**src/rtl/pipe_stage_gen.sv**
```systemverilog
// pipe_stage_gen: parametrised pipeline latch carrying {valid, data, dREN,
// dWEN, halt} through DEPTH register stages, with stall, flush/bubble
// insertion, dhit request retirement and a sticky halt flag.
// Optional build macro PIPE_STAGE_PERF_EN adds stall/bubble/retire counters.
//
// Slot handshake: valid_in marks the incoming slot as a real instruction and
// is sampled only on an edge where stage 0 loads (ihit & (~stall | flush)).
// There is no ready; the hazard unit holds its inputs (including flush) until
// ihit arrives. valid_out marks the last stage as a real instruction.
module pipe_stage_gen #(
  parameter int                DATA_W    = 32,
  parameter int                DEPTH     = 1,
  parameter logic [DATA_W-1:0] RESET_VAL = '0
) (
  input  logic              CLK,
  input  logic              nRST,
  input  logic              ihit,
  input  logic              dhit,
  input  logic              stall,
  input  logic              flush,
  input  logic              valid_in,
  input  logic [DATA_W-1:0] data_in,
  input  logic              dREN_in,
  input  logic              dWEN_in,
  input  logic              halt_in,
  output logic              valid_out,
  output logic [DATA_W-1:0] data_out,
  output logic              dREN_out,
  output logic              dWEN_out,
  output logic              halt_out
`ifdef PIPE_STAGE_PERF_EN
  ,
  output logic [31:0]       stall_cnt,
  output logic [31:0]       bubble_cnt,
  output logic [31:0]       retire_cnt
`endif
);

  typedef struct packed {
    logic              valid;
    logic [DATA_W-1:0] data;
    logic              dRen;
    logic              dWen;
    logic              halt;
  } slot_t;

  localparam int    SLOT_W = $bits(slot_t);
  localparam int    LAST   = DEPTH - 1;
  localparam slot_t BUBBLE = '{valid: 1'b0, data: RESET_VAL, dRen: 1'b0,
                               dWen: 1'b0, halt: 1'b0};

  logic                    advance;
  logic                    load0;
  slot_t                   inSlot;
  slot_t                   lastQ;
  slot_t                   lastD;
  logic [DEPTH*SLOT_W-1:0] stageBus;
  logic                    haltStickyQ;

  assign advance = ihit & ~stall;
  // Flush beats stall for stage 0 only, and only once ihit is present.
  assign load0   = ihit & (~stall | flush);
  // An invalid incoming slot is always turned into a clean bubble.
  assign inSlot  = (flush || !valid_in) ? BUBBLE
                 : slot_t'{valid: 1'b1, data: data_in, dRen: dREN_in,
                           dWen: dWEN_in, halt: halt_in};

  for (genvar k = 0; k < DEPTH; k++) begin : g_stage
    localparam bit IS_LAST = (k == LAST);
    slot_t q;
    slot_t d;
    slot_t src;
    logic  load;

    if (k == 0) begin : g_head
      assign src  = inSlot;
      assign load = load0;
    end else begin : g_body
      assign src  = stageBus[(k-1)*SLOT_W +: SLOT_W];
      assign load = advance;
    end

    // Next slot: hold by default; dhit without advance retires the last
    // stage's memory requests; a load (shift or bubble) overrides both.
    always_comb begin
      d = q;
      if (IS_LAST && dhit && !advance) begin
        d.dRen = 1'b0;
        d.dWen = 1'b0;
      end
      if (load) begin
        d = src;
      end
    end

    // Stage register; reset discards contents outright.
    always_ff @(posedge CLK or negedge nRST) begin
      if (!nRST) begin
        q <= BUBBLE;
      end else begin
        q <= d;
      end
    end

    assign stageBus[k*SLOT_W +: SLOT_W] = q;

    if (IS_LAST) begin : g_last
      assign lastD = d;
    end
  end

  assign lastQ = stageBus[LAST*SLOT_W +: SLOT_W];

  // Sticky halt: set in step with a valid halting slot entering the last
  // stage, cleared only by reset.
  always_ff @(posedge CLK or negedge nRST) begin
    if (!nRST) begin
      haltStickyQ <= 1'b0;
    end else if (lastD.valid && lastD.halt) begin
      haltStickyQ <= 1'b1;
    end
  end

  assign valid_out = lastQ.valid;
  assign data_out  = lastQ.data;
  assign dREN_out  = lastQ.dRen;
  assign dWEN_out  = lastQ.dWen;
  assign halt_out  = haltStickyQ;

`ifdef PIPE_STAGE_PERF_EN
  logic lastLoad;
  // With a single stage the last stage is stage 0 and also loads on flush.
  assign lastLoad = (LAST == 0) ? load0 : advance;

  // Performance counters; frozen once the pipe has halted.
  always_ff @(posedge CLK or negedge nRST) begin
    if (!nRST) begin
      stall_cnt  <= '0;
      bubble_cnt <= '0;
      retire_cnt <= '0;
    end else if (!haltStickyQ) begin
      if (ihit && stall) begin
        stall_cnt <= stall_cnt + 32'd1;
      end
      if (lastLoad && !lastD.valid) begin
        bubble_cnt <= bubble_cnt + 32'd1;
      end
      if (advance && lastQ.valid) begin
        retire_cnt <= retire_cnt + 32'd1;
      end
    end
  end
`endif

endmodule

```
**config.mk**
```make
export PLATFORM = sky130hd
export DESIGN_NAME = pipe_stage_gen
export DESIGN_NICKNAME = d
export VERILOG_FILES = /design/src/rtl/pipe_stage_gen.sv
export SDC_FILE = /design/constraint.sdc
export NUM_CORES = 1
export LEC_CHECK = 0
export CAP_MARGIN = 20
export CORE_MARGIN = 3
export CORE_UTILIZATION = 36
export CTS_CLUSTER_DIAMETER = 30
export DETAILED_ROUTE_END_ITERATION = 8
export PLACE_DENSITY_LB_ADDON = 0.25
export SLEW_MARGIN = 20
export SYNTH_ARGS = -nofsm -noshare
export SYNTH_HDL_FRONTEND = slang
export SYNTH_SLANG_ARGS = --single-unit
```
**constraint.sdc**
```tcl
create_clock -name CLK -period 1.1 [get_ports CLK]
set_clock_uncertainty 0.15 [all_clocks]
set_input_delay 0.22 -clock CLK [delete_from_list [all_inputs] [get_ports CLK]]
set_output_delay 0.22 -clock CLK [all_outputs]
set_load 0.005 [all_outputs]
```
==> run_summary.xml, run 1 <==
<?xml version="1.0" encoding="UTF-8"?>
<metrics>
  <group name="sta">
    <metric name="worst_slew_pin_slew" unit="ps">199</metric>
    <metric name="timing.final.max_slew_violations" unit="">0</metric>
    <metric name="timing.final.hold_violations" unit="">0</metric>
    <metric name="fin_crit" unit="ps">1180</metric>
    <metric name="fin_hold_ws" unit="ps">171</metric>
    <metric name="setup_tns" unit="ps">-2110</metric>
    <metric name="setup_violations" unit="">36</metric>
    <metric name="relSlewSlack" unit="">0.868</metric>
    <metric name="final_critical_path_setup_slack" unit="ps">-81.9</metric>
    <metric name="grt_setup_unrepaired" unit="">true</metric>
    <metric name="timing.fmax" unit="GHz">0.846</metric>
    <metric name="timing.final.crit_share" unit="">1.07</metric>
  </group>
  <group name="detailed_routing">
    <metric name="detail_route.wl_per_cell" unit="microns">15.2</metric>
    <metric name="via_per_inst" unit="">4.75</metric>
    <metric name="ant_nets" unit="">0</metric>
    <metric name="drt_iter0_markers" unit="">50</metric>
    <metric name="wl" unit="microns">3920</metric>
    <metric name="drc_violation_count_after_routing" unit="">0</metric>
    <metric name="dr_total_vias" unit="">1225</metric>
    <metric name="length_of_the_first_detailed_routing_pass_in_iterations" unit="">4</metric>
  </group>
  <group name="final_layout">
    <metric name="layout_common_cells" unit="">38 x sky130_fd_sc_hd__buf_2, 37 x sky130_fd_sc_hd__dfrtp_1, 36 x sky130_fd_sc_hd__clkdlybuf4s50_1, 36 x sky130_fd_sc_hd__buf_4, 34 x sky130_fd_sc_hd__a22o_1</metric>
    <metric name="multiInputGateArea" unit="sq um">373</metric>
    <metric name="final_common_cell" unit="">sky130_fd_sc_hd__buf_2</metric>
    <metric name="final_cells" unit="">258</metric>
    <metric name="seq_area" unit="sq um">926</metric>
    <metric name="fillerInstances" unit="">362</metric>
    <metric name="final_core_utilization" unit="">0.591</metric>
    <metric name="design.final.nets" unit="">249</metric>
    <metric name="drive_gt1_frac" unit="">0.452</metric>
    <metric name="n_antenna_cell" unit="">0</metric>
    <metric name="finalInstanceArea" unit="sq um">2430</metric>
    <metric name="area_growth_syn_to_layout" unit="%">54.2</metric>
  </group>
  <group name="worst_setup_path">
    <metric name="worst-path-stages" unit="">1</metric>
    <metric name="path_max_fanout" unit="">2</metric>
    <metric name="cpLargestDelayFamily" unit="">flip-flops</metric>
    <metric name="reg2regPathDepth" unit="">3</metric>
    <metric name="crit_path_top_delay_cell" unit="">sky130_fd_sc_hd__dfrtp_1</metric>
    <metric name="critical_path_class" unit="">flop to primary output</metric>
    <metric name="setup.worst_path.end_class" unit="">primary output</metric>
    <metric name="r2r_end" unit="">data_out[11]</metric>
    <metric name="reg2reg_from" unit="">data_out[11]</metric>
    <metric name="cp_data_required_time" unit="ps">730</metric>
    <metric name="regToRegSetupSlack" unit="ps">20</metric>
    <metric name="cp.buffers_inverters" unit="">1</metric>
    <metric name="path_cells" unit="">buf_2</metric>
    <metric name="cp_slowest_stage_delay" unit="ps">400</metric>
    <metric name="worst_setup_path_start_kind" unit="">flop</metric>
    <metric name="worst_ep_arrival_time" unit="ps">810</metric>
  </group>
  <group name="place">
    <metric name="dp_hpwl" unit="microns">2610</metric>
    <metric name="globalplace.congestion" unit="">0.753</metric>
    <metric name="portBuffers" unit="">77</metric>
    <metric name="post-place-ws" unit="ps">-589</metric>
    <metric name="detailed_place.area" unit="sq um">2280</metric>
    <metric name="post-place-cells" unit="">225</metric>
  </group>
  <group name="yosys">
    <metric name="synth_fp_nets" unit="">160</metric>
    <metric name="synth_warnings" unit="">0</metric>
    <metric name="syn_area_per_cell" unit="sq um">13.4</metric>
    <metric name="synth_sequential_area_ratio" unit="">0.587</metric>
    <metric name="postSynthRegisterBits" unit="">37</metric>
    <metric name="netlist_area" unit="sq um">1580</metric>
    <metric name="synth_cell_type_count" unit="">11</metric>
    <metric name="post_synthesis_cells" unit="">118</metric>
  </group>
  <group name="floorplan">
    <metric name="die-width" unit="microns">72.2</metric>
    <metric name="coreArea" unit="sq um">4120</metric>
    <metric name="pin_count" unit="">78</metric>
    <metric name="initial_utilization" unit="">0.383</metric>
    <metric name="floorplan_die_area" unit="sq um">5210</metric>
    <metric name="die_y" unit="microns">72.2</metric>
    <metric name="floorplan.rows" unit="">23</metric>
  </group>
  <group name="clocking">
    <metric name="cts_buffer_depth" unit="">2</metric>
    <metric name="worstSkewPairLatency" unit="ps">280</metric>
    <metric name="tritoncts" unit="">done</metric>
    <metric name="cts_made_buffers" unit="">5</metric>
    <metric name="clk_transition_reported_paths" unit="ps">70</metric>
    <metric name="numClockSinks" unit="">37</metric>
    <metric name="cts.root.buffer_cell" unit="">sky130_fd_sc_hd__clkbuf_8</metric>
    <metric name="clock_tree.htree_level_count" unit="">2</metric>
  </group>
  <group name="min_path">
    <metric name="hold_depth" unit="">3</metric>
    <metric name="min_delay_worst_endpoint" unit="">dREN_out</metric>
    <metric name="worst_hold_path_type" unit="">primary input to flop</metric>
    <metric name="hold_path.startpoint" unit="">ihit</metric>
  </group>
  <group name="status">
    <metric name="violations" unit="">setup timing</metric>
    <metric name="run_status" unit="">finished with violations</metric>
  </group>
  <group name="global_route">
    <metric name="grt.overflow.total" unit="">0</metric>
    <metric name="globalRouteTotalUtil" unit="">0.157</metric>
    <metric name="grt_max_degree" unit="">38</metric>
    <metric name="first_global_vias" unit="">1290</metric>
    <metric name="first_pass_grt_wire_length" unit="microns">6220</metric>
    <metric name="grt_antenna_before_repair" unit="">0</metric>
  </group>
  <group name="pwr">
    <metric name="power.leakage" unit="nW">1.33</metric>
    <metric name="power_per_cell_area" unit="nW/um^2">1240</metric>
    <metric name="report.power.total" unit="mW">3.01</metric>
    <metric name="ir_worst_vdd" unit="V">0.000854</metric>
  </group>
  <group name="job">
    <metric name="drv_cap" unit="">0</metric>
  </group>
</metrics>
## per-layer routing
layer / vias up / GRT usage / share of wire / routed length (microns)
li1: 575 / - / - / -
met1: 601 / 0.195 / 0.43 / 1670
met2: 45 / 0.257 / 0.50 / 1950
met3: 4 / 0.0416 / 0.068 / 268
met4: 0 / 0.0710 / 0.0074 / 29
met5: - / 0 / 0 / 0
## power breakdown
| part | switching (mW) | total (mW) | leakage, nW | internal (mW) |
|---|---|---|---|---|
| registers | 0.0419 | 1.48 | 0.503 | 1.44 |
| clock network | 0.446 | 1.01 | 0.0542 | 0.566 |
| logic | 0.179 | 0.515 | 0.770 | 0.336 |
## repair_timing
action                     in CTS  in global routing
pin swaps                       8                  5
setup endpoints to repair      73                 56
resized for setup             160                  7
hold buffers                    1                  0
setup buffers                  11                 11
gates cloned                    2                  0
hold endpoints to repair       37                  0
## cells by family after synthesis
kind of cell           count (synthesis)  synth area share
buffers and inverters                 38             0.183
AO/OA/AOI/OAI                         39             0.211
flip-flops                            37             0.587
AND/OR/NAND/NOR                        4            0.0190
## worst max path at each step
stage	start	end	slack (ps)
after global placement	ihit	halt_out	-560
after floorplan	ihit	dREN_out	10
after global routing	data_out[20]	data_out[20]	-120
after detailed placement	flush	data_out[7]	-590
final	data_out[20]	data_out[20]	-80
after CTS	data_out[20]	data_out[20]	-100
## synthesized netlist by cell type
cell / instances / area [sq um]
sky130_fd_sc_hd__a21boi_0: 1 / 7.51
sky130_fd_sc_hd__a21o_1: 3 / 22.5
sky130_fd_sc_hd__a21oi_1: 1 / 5.00
sky130_fd_sc_hd__a22o_1: 34 / 298
sky130_fd_sc_hd__buf_2: 3 / 15.0
sky130_fd_sc_hd__buf_4: 32 / 240
sky130_fd_sc_hd__buf_6: 3 / 33.8
sky130_fd_sc_hd__dfrtp_1: 37 / 926
sky130_fd_sc_hd__nand2_1: 2 / 7.51
sky130_fd_sc_hd__nand2b_1: 1 / 6.26
sky130_fd_sc_hd__nor3_4: 1 / 16.3
## final cells by class
class                   count  area share
clock buffers               7      0.0396
clock inverters             1     0.00206
multi-input cells          43       0.153
flip-flops and latches     37       0.381
well taps                  50      0.0257
repair buffers            120       0.399
## registers in the layout, summed over array words and instances, names as in the netlist
| register | count |
|---|---|
| dREN_out | 1 |
| g_stage.q | 1 |
| valid_out | 1 |
| data_out | 32 |
| halt_out | 1 |
| dWEN_out | 1 |
Note: power is estimated with default switching activity, not from simulation.
==> inputs of run 2 (changes only) <==
--- a/config.mk
+++ b/config.mk
@@ -10,7 +10,7 @@
 export CORE_UTILIZATION = 36
 export CTS_CLUSTER_DIAMETER = 30
 export DETAILED_ROUTE_END_ITERATION = 8
-export PLACE_DENSITY_LB_ADDON = 0.25
+export PLACE_DENSITY_LB_ADDON = 0.2
 export SLEW_MARGIN = 20
 export SYNTH_ARGS = -nofsm -noshare
 export SYNTH_HDL_FRONTEND = slang
==> run 2 against run 1 <==
Effect of this change:
- the run still ends with setup timing left
- combinational power down 7.8%
- global-route usage down 1.1 points
- register-to-register slack about the same
- clock power down 9.9%
- critical path type unchanged
- critical endpoint is now data_out[23]
==> run_summary.xml, run 2 (synthesized netlist as in run 1, its figures left out) <==
<?xml version="1.0" encoding="UTF-8"?>
<metrics>
  <group name="global_route">
    <metric name="first_global_vias" unit="">1150</metric>
    <metric name="grt_antenna_before_repair" unit="">0</metric>
    <metric name="grt.overflow.total" unit="">0</metric>
    <metric name="first_pass_grt_wire_length" unit="microns">5850</metric>
    <metric name="grt_max_degree" unit="">23</metric>
    <metric name="globalRouteTotalUtil" unit="">0.147</metric>
  </group>
  <group name="pwr">
    <metric name="power.leakage" unit="nW">1.24</metric>
    <metric name="power.clock.fraction" unit="">0.318</metric>
    <metric name="power_frac_comb" unit="">0.166</metric>
    <metric name="power_switching" unit="uW">624</metric>
    <metric name="power_per_cell_area" unit="nW/um^2">1250</metric>
    <metric name="switching_share" unit="">0.218</metric>
    <metric name="pwr-share-seq" unit="">0.517</metric>
    <metric name="ir_worst_vdd" unit="V">0.000744</metric>
    <metric name="int_pwr" unit="mW">2.24</metric>
  </group>
  <group name="clocking">
    <metric name="numClockSinks" unit="">37</metric>
    <metric name="cts.root.buffer_cell" unit="">sky130_fd_sc_hd__clkbuf_8</metric>
    <metric name="tritoncts" unit="">done</metric>
    <metric name="clk_transition_reported_paths" unit="ps">60</metric>
    <metric name="cts_made_buffers" unit="">5</metric>
    <metric name="cts_buffer_depth" unit="">2</metric>
    <metric name="worstSkewPairLatency" unit="ps">270</metric>
    <metric name="clock_tree.htree_level_count" unit="">2</metric>
  </group>
  <group name="worst_setup_path">
    <metric name="timing.critical_path.from" unit="">data_out[23]</metric>
    <metric name="path_cells" unit="">buf_2</metric>
    <metric name="cp_data_required_time" unit="ps">730</metric>
    <metric name="critical_path_class" unit="">flop to primary output</metric>
    <metric name="regToRegSetupSlack" unit="ps">10</metric>
    <metric name="cpLargestDelayFamily" unit="">flip-flops</metric>
    <metric name="worst_setup_path_start_kind" unit="">flop</metric>
    <metric name="r2r_end" unit="">halt_out</metric>
    <metric name="reg2regPathDepth" unit="">3</metric>
    <metric name="crit_path_top_delay_cell" unit="">sky130_fd_sc_hd__dfrtp_1</metric>
    <metric name="cp.buffers_inverters" unit="">1</metric>
    <metric name="reg2reg_from" unit="">g_stage[0].q[0]</metric>
    <metric name="cp_slowest_stage_delay" unit="ps">390</metric>
    <metric name="path_max_fanout" unit="">2</metric>
    <metric name="setup.worst_path.end_class" unit="">primary output</metric>
    <metric name="worst_ep_arrival_time" unit="ps">800</metric>
  </group>
  <group name="min_path">
    <metric name="worst_hold_path_type" unit="">primary input to flop</metric>
    <metric name="hold_depth" unit="">3</metric>
    <metric name="hold_path.startpoint" unit="">ihit</metric>
    <metric name="min_delay_worst_endpoint" unit="">valid_out</metric>
  </group>
  <group name="final_layout">
    <metric name="design.final.nets" unit="">237</metric>
    <metric name="layout_common_cells" unit="">40 x sky130_fd_sc_hd__buf_2, 37 x sky130_fd_sc_hd__dfrtp_1, 36 x sky130_fd_sc_hd__clkdlybuf4s50_1</metric>
    <metric name="final_common_cell" unit="">sky130_fd_sc_hd__buf_2</metric>
    <metric name="drive_gt1_frac" unit="">0.410</metric>
    <metric name="area_growth_syn_to_layout" unit="%">45.3</metric>
    <metric name="fillerInstances" unit="">347</metric>
    <metric name="n_antenna_cell" unit="">0</metric>
    <metric name="final_core_utilization" unit="">0.557</metric>
    <metric name="largest_reg_flops" unit="">32</metric>
  </group>
  <group name="detailed_routing">
    <metric name="detail_route.wl_per_cell" unit="microns">15.0</metric>
    <metric name="routed-wl-met2" unit="microns">1630</metric>
    <metric name="via_per_inst" unit="">4.70</metric>
    <metric name="dr_total_vias" unit="">1151</metric>
    <metric name="wl" unit="microns">3660</metric>
    <metric name="ant_nets" unit="">0</metric>
    <metric name="detailroute.wirelength.met3" unit="microns">358</metric>
    <metric name="drt_iter0_markers" unit="">34</metric>
    <metric name="drc_violation_count_after_routing" unit="">0</metric>
    <metric name="wirelength_met1" unit="microns">1660</metric>
    <metric name="length_of_the_first_detailed_routing_pass_in_iterations" unit="">4</metric>
    <metric name="highest_layer" unit="">met4</metric>
  </group>
  <group name="sta">
    <metric name="relSlewSlack" unit="">0.808</metric>
    <metric name="timing.final.max_slew_violations" unit="">0</metric>
    <metric name="setup_violations" unit="">36</metric>
    <metric name="fin_hold_ws" unit="ps">197</metric>
    <metric name="final_critical_path_setup_slack" unit="ps">-67.8</metric>
    <metric name="timing.final.crit_share" unit="">1.06</metric>
    <metric name="worst_slew_pin_slew" unit="ps">288</metric>
    <metric name="timing.fmax" unit="GHz">0.856</metric>
    <metric name="grt_setup_unrepaired" unit="">true</metric>
    <metric name="timing.final.hold_violations" unit="">0</metric>
    <metric name="fin_crit" unit="ps">1170</metric>
  </group>
  <group name="place">
    <metric name="portBuffers" unit="">77</metric>
    <metric name="globalplace.congestion" unit="">0.745</metric>
    <metric name="dp_hpwl" unit="microns">2630</metric>
  </group>
  <group name="floorplan">
    <metric name="floorplan_die_area" unit="sq um">5210</metric>
    <metric name="initial_utilization" unit="">0.383</metric>
    <metric name="die_y" unit="microns">72.2</metric>
    <metric name="coreArea" unit="sq um">4120</metric>
    <metric name="floorplan.rows" unit="">23</metric>
    <metric name="die-width" unit="microns">72.2</metric>
    <metric name="pin_count" unit="">78</metric>
  </group>
  <group name="job">
    <metric name="drv_cap" unit="">0</metric>
  </group>
  <group name="status">
    <metric name="run_status" unit="">finished with violations</metric>
    <metric name="violations" unit="">setup timing</metric>
  </group>
</metrics>
==> run 2: cell count changes in the layout (fill, tap and decap cells not counted), sizes merged <==
cell	delta
clkinv	-1
clkdlybuf4s15	+1
clkbuf	-2
buf	-11
==> run 2: metrics by stage <==
stage	setup TNS, ps	instances	power, mW	setup slack [ps]	area (sq um)
2_1_floorplan	0	118	1.70	12.9	1580
3_3_place_gp	-22560	221	2.01	-525	2250
3_5_place_dp	-23380	221	2.01	-564	2250
4_1_cts	-2490	236	2.89	-88.8	2240
5_1_grt	-3370	245	3.02	-115	2290
6_report	-1890	245	2.86	-67.8	2290
==> run 2: power groups by stage <==
stage / registers (mW) / clock network (mW) / logic, mW
2_1_floorplan: 1.50 / 0 / 0.201
3_3_place_gp: 1.51 / 0 / 0.501
3_5_place_dp: 1.51 / 0 / 0.509
4_1_cts: 1.48 / 0.950 / 0.462
5_1_grt: 1.49 / 1.02 / 0.514
6_report: 1.48 / 0.910 / 0.475
==> run 2: area by class of cell <==
cell class | instances | area (sq um) | share of cell area
clock buffers | 7 | 86.3 | 0.0377
flip-flops and latches | 37 | 926 | 0.404
multi-input cells | 43 | 375 | 0.164
well taps | 50 | 62.6 | 0.0273
repair buffers | 108 | 842 | 0.367
==> run 2: how the worst max path moves through the flow <==
| stage | end | cells past startpoint |
|---|---|---|
| floorplan | dREN_out | 4 |
| global placement | halt_out | 5 |
| detailed placement | data_out[29] | 5 |
| CTS | data_out[23] | 1 |
| global route | data_out[23] | 1 |
| finish | data_out[23] | 1 |
==> run 2: worst min-delay path: stages <==
cell                      delay [ps]
sky130_fd_sc_hd__buf_2           130
sky130_fd_sc_hd__nand2_2         100
sky130_fd_sc_hd__a21o_1          140
==> run 2: what timing repair did <==
item                       4_1_cts  5_1_grt
gates cloned                     1        0
hold endpoints to repair        37        0
pin swaps                        2        5
resized for setup              163        3
hold buffers                     1        0
setup endpoints to repair       73       42
buffers inserted                 6        9
==> run 2: layer usage <==
layer,track usage,vias up
li1,-,547
met1,0.190,544
met2,0.218,58
met3,0.0609,2
met4,0.0564,0
met5,0,-
